`src/rtl/neander_pkg.sv`:
```
// Shared definitions for the two-port memory arbiter: default widths and FSM state encoding.
package neander_pkg;

  localparam int ADDR_W_DEF = 8;
  localparam int DATA_W_DEF = 16;

  typedef enum logic [1:0] {
    IDLE   = 2'd0,
    ACCESS = 2'd1,
    DONE   = 2'd2
  } state_t;

endpackage

```
`src/rtl/rr_pick2.sv`:
```
// Two-way round-robin pick: a lone requester wins, otherwise the port not served last wins.
module rr_pick2 (
  input  logic [1:0] req,
  input  logic       last,
  output logic       grant
);

  always_comb begin
    grant = 1'b0;
    if (req == 2'b10) begin
      grant = 1'b1;
    end else if (req == 2'b11) begin
      grant = ~last;
    end
  end

endmodule

```
`src/rtl/mem_arbiter.sv`:
```
// Round-robin arbiter sharing one external single-port RAM between a CPU port and a loader port.
module mem_arbiter
  import neander_pkg::*;
#(
  parameter int ADDR_W = ADDR_W_DEF,
  parameter int DATA_W = DATA_W_DEF
) (
  input  logic              clk,
  input  logic              rst_n,
  input  logic              req0,
  input  logic              we0,
  input  logic [ADDR_W-1:0] addr0,
  input  logic [DATA_W-1:0] wdata0,
  input  logic              req1,
  input  logic              we1,
  input  logic [ADDR_W-1:0] addr1,
  input  logic [DATA_W-1:0] wdata1,
  output logic              ack0,
  output logic              ack1,
  output logic [DATA_W-1:0] rdata,
  output logic              busy,
  output logic [ADDR_W-1:0] ram_addr,
  output logic              ram_we,
  output logic [DATA_W-1:0] ram_wdata,
  input  logic [DATA_W-1:0] ram_rdata
);

  state_t              state;
  logic                last;
  logic                sel;
  logic                grant;
  logic                lat_we;
  logic [ADDR_W-1:0]   lat_addr;
  logic [DATA_W-1:0]   lat_wdata;
  logic [DATA_W-1:0]   rdata_q;

  rr_pick2 u_pick (
    .req   ({req1, req0}),
    .last  (last),
    .grant (grant)
  );

  always_ff @(posedge clk) begin
    if (!rst_n) begin
      state     <= IDLE;
      last      <= 1'b1;
      sel       <= 1'b0;
      lat_we    <= 1'b0;
      lat_addr  <= '0;
      lat_wdata <= '0;
      rdata_q   <= '0;
    end else begin
      case (state)
        IDLE: begin
          if (req0 || req1) begin
            state     <= ACCESS;
            sel       <= grant;
            lat_we    <= grant ? we1 : we0;
            lat_addr  <= grant ? addr1 : addr0;
            lat_wdata <= grant ? wdata1 : wdata0;
          end
        end
        ACCESS: begin
          if (!lat_we) begin
            rdata_q <= ram_rdata;
          end
          state <= DONE;
        end
        DONE: begin
          last  <= sel;
          state <= IDLE;
        end
        default: state <= IDLE;
      endcase
    end
  end

  // rst_n gates the strobes directly so a reset landing mid-access cannot write or ack.
  assign ram_we    = rst_n && (state == ACCESS) && lat_we;
  assign ram_addr  = lat_addr;
  assign ram_wdata = lat_wdata;
  assign ack0      = rst_n && (state == DONE) && !sel;
  assign ack1      = rst_n && (state == DONE) && sel;
  assign busy      = rst_n && (state != IDLE);
  assign rdata     = rdata_q;

endmodule

```
`config.mk`:
```
export PLATFORM = sky130hd
export DESIGN_NAME = mem_arbiter
export DESIGN_NICKNAME = d
export VERILOG_FILES = /design/src/rtl/neander_pkg.sv /design/src/rtl/rr_pick2.sv /design/src/rtl/mem_arbiter.sv
export SDC_FILE = /design/constraint.sdc
export NUM_CORES = 1
export LEC_CHECK = 0
export ABC_AREA = 1
export BUFFER_PORTS_ARGS = -buffer_cell sky130_fd_sc_hd__buf_2
export CAP_MARGIN = 30
export CORE_MARGIN = 3
export CORE_UTILIZATION = 50
export CTS_CLUSTER_DIAMETER = 200
export CTS_CLUSTER_SIZE = 30
export DETAILED_ROUTE_END_ITERATION = 7
export GPL_TIMING_DRIVEN = 0
export PLACE_DENSITY = 0.95
export SYNTH_ARGS = -nofsm -noshare
export SYNTH_HDL_FRONTEND = slang
export SYNTH_SLANG_ARGS = --single-unit
```
`constraint.sdc`:
```
create_clock -name clk -period 4.05 [get_ports clk]
set_clock_uncertainty 0.2 [all_clocks]
set_input_delay 0 -clock clk [delete_from_list [all_inputs] [get_ports clk]]
set_output_delay 0 -clock clk [all_outputs]
set_load 0.02 [all_outputs]
```
==> metrics.csv <==
metric,value,unit
die_height,77.6,um
path_clk_slew,80,ps
arrival,2960,ps
p_leak,1.97,nW
slew_viol_final,0,
tightest_slew,513,ps
htreeDepth,2,
grt_overflow,0,
vias,3097,
status,"finished, final reports clean",
cts_buffers,5,
drtIter0Drc,142,
fin_util,83.7,%
synth_seq_cells,45,
p_per_area,333,nW/um2
firstDrtPassIters,5,
maxCapViolCount,0,
drt_wl_total,8900,um
max_slew_margin,65.8,%
gp_congestion,0.778,
synth_cell_type_count,27,
grt_max_degree,15,
drc,0,
io_buffers,111,
grt_setup_unrepaired,no,
antenna_left,0,
core_area,4850,um2
die_x,77.6,um
synth_fp_nets,411,
cts.sinks,45,
period_share,72.0,%
yosysTopAreaCell,dfxtp_1,
insertedDiodeCount,0,
peakVddDrop,165,uV
yosys_warnings,0,
synthTopCellsByArea,"dfxtp_1, nor2_2, nand2_1",
critical_path.startpoint,last$_SDFFE_PN1N_,
cp-start-kind,flip-flop,
cts.path.max_buffers,2,
viasPerCell,5.15,
rows,25,
grt_pass1_vias,3048,
nNetsFinal,603,
dieArea,6010,um2
syn2layout_area_growth,58.6,%
critical_path.endpoint_type,flip-flop,
yosysSeqAreaShare,35.2,%
grt.total_usage,29.9,%
path_max_fanout,10,
postCtsResizedCells,0,
path_class,flip-flop to flip-flop,
cts_tree,yes,
tns,0,ps
ios,114,
clock_latency,300,ps
yosysTopAreaCellShare,35.2,%
drt-wirelength-per-cell,14.8,um
synthCells,341,
hold_viol,0,
period_needed,2920,ps
drive_gt1_share,42.1,%
timing.rr.start,last$_SDFFE_PN1N_,
setup_viol,0,
syn_area_per_cell,7.51,um2
hpwlAfterDp,4780,um
cp_data_required_time,4090,ps
n_fill_cell,277,
grt_pass1_wl,14500,um
antenna_found_initial,0,
root_buffer,clkbuf_8,
netlist_area,2560,um2
hp-start,req0,
min_path_type,input pin to flip-flop,
start_util,52.8,%
max_freq,343,MHz
[worst paths after layout]
kind / endpoint / slack (ps) / depth (start not counted)
max: ram_wdata[0]$_SDFFE_PN0P_ / 1130 / 9
min: state[0]$_SDFFE_PN0P_ / 20 / 4
max reg2reg: ram_wdata[0]$_SDFFE_PN0P_ / 1130 / 9
min reg2reg: rdata[3]$_SDFFE_PN0P_ / 260 / 2
[what timing repair did]
item	CTS	global route
hold buffers	74	0
hold endpoints to repair	42	0
buffers inserted	0	0
[per-layer routing]
layer	track usage [%]	part of all wire (%)
met5	0	0
met4	12.5	3.3
met3	6.84	8.5
met2	55.6	51
met1	32.3	37
[critical path, stage by stage, from the launching register on]
cell,delay (ps)
dfxtp_1,320
nand2_1,170
buf_2,260
nand3_1,80
dlygate4sd3_1,560
nand2_1,70
nor2_1,30
dlygate4sd3_1,550
nor2_1,80
dlygate4sd3_1,540
[flip-flops by register name, indices dropped and copies added, names as in the netlist]
register	count
ram_wdata	16
rdata	16
ram_addr	8
state	2
last	1
lat_we	1
sel	1
[cell type report]
class                   count  area, um2  area share [%]
multi-input cells         242       1380            33.9
repair buffers            185       1300            31.9
flip-flops and latches     45        901            22.2
plain buffers              25        173            4.25
inverters                  29        111            2.74
well taps                  67       83.8            2.06
clock buffers               6       82.6            2.03
clock inverters             2       37.5           0.925
[synth_stat cells]
master     n
nor2_8     1
nand2_2   30
nand3_1   27
nor2_2    41
nor4_1     1
a21oi_1    8
dfxtp_1   45
a21boi_1  24
a21oi_2   10
nand2_4    1
nand3_4    1
a21boi_0   1
o21ai_4    1
inv_2      2
clkbuf_1   7
buf_6      4
nor3_1     1
buf_1      1
nor2_4     1
inv_4      1
nand4_1   16
buf_4      1
nand2_1   63
nor2_1    15
buf_12     2
buf_2     10
inv_1     26
[metrics by stage]
step	hold WS (ps)	cell area [um2]	setup slack, ps	cells	power (mW)
2_1_floorplan	-27.9	2560	2540	341	0.788
3_3_place_gp	92.4	3200	2640	519	0.890
3_5_place_dp	98.8	3200	2620	519	0.899
4_1_cts	8.99	4060	1140	601	1.33
5_1_grt	20.1	4060	1020	601	1.42
6_report	19.5	4060	1130	601	1.35
[power breakdown]
group	internal, mW	total, mW	switching [mW]
sequential	0.484	0.509	0.0250
clock	0.201	0.351	0.151
combinational	0.221	0.490	0.269
total	0.905	1.35	0.445
[layout by cell type (no fill, tap or decap)]
cell type      instances
buf_2                121
dlygate4sd3_1         74
nand2_1               63
dfxtp_1               45
nor2_2                41
nand2_2               30
nand3_1               27
inv_1                 26
a21boi_1              24
nand4_1               16
nor2_1                15
a21oi_2               10
a21oi_1                8
clkbuf_1               7
clkbuf_8               6
buf_6                  4
inv_2                  2
buf_12                 2
nor4_1                 1
nor2_4                 1
inv_4                  1
nand3_4                1
buf_1                  1
buf_4                  1
o21ai_4                1
nand2_4                1
nor2_8                 1
nor3_1                 1
a21boi_0               1
clkinvlp_4             1
bufinv_16              1
[logic make-up after synthesis]
| kind of cell | after synthesis | synth area share, % |
|---|---|---|
| compound gates | 44 | 13.0 |
| buf+inv | 54 | 11.1 |
| flops | 45 | 35.2 |
| simple gates | 198 | 40.8 |
No activity file was read; power rests on OpenSTA's default activity.
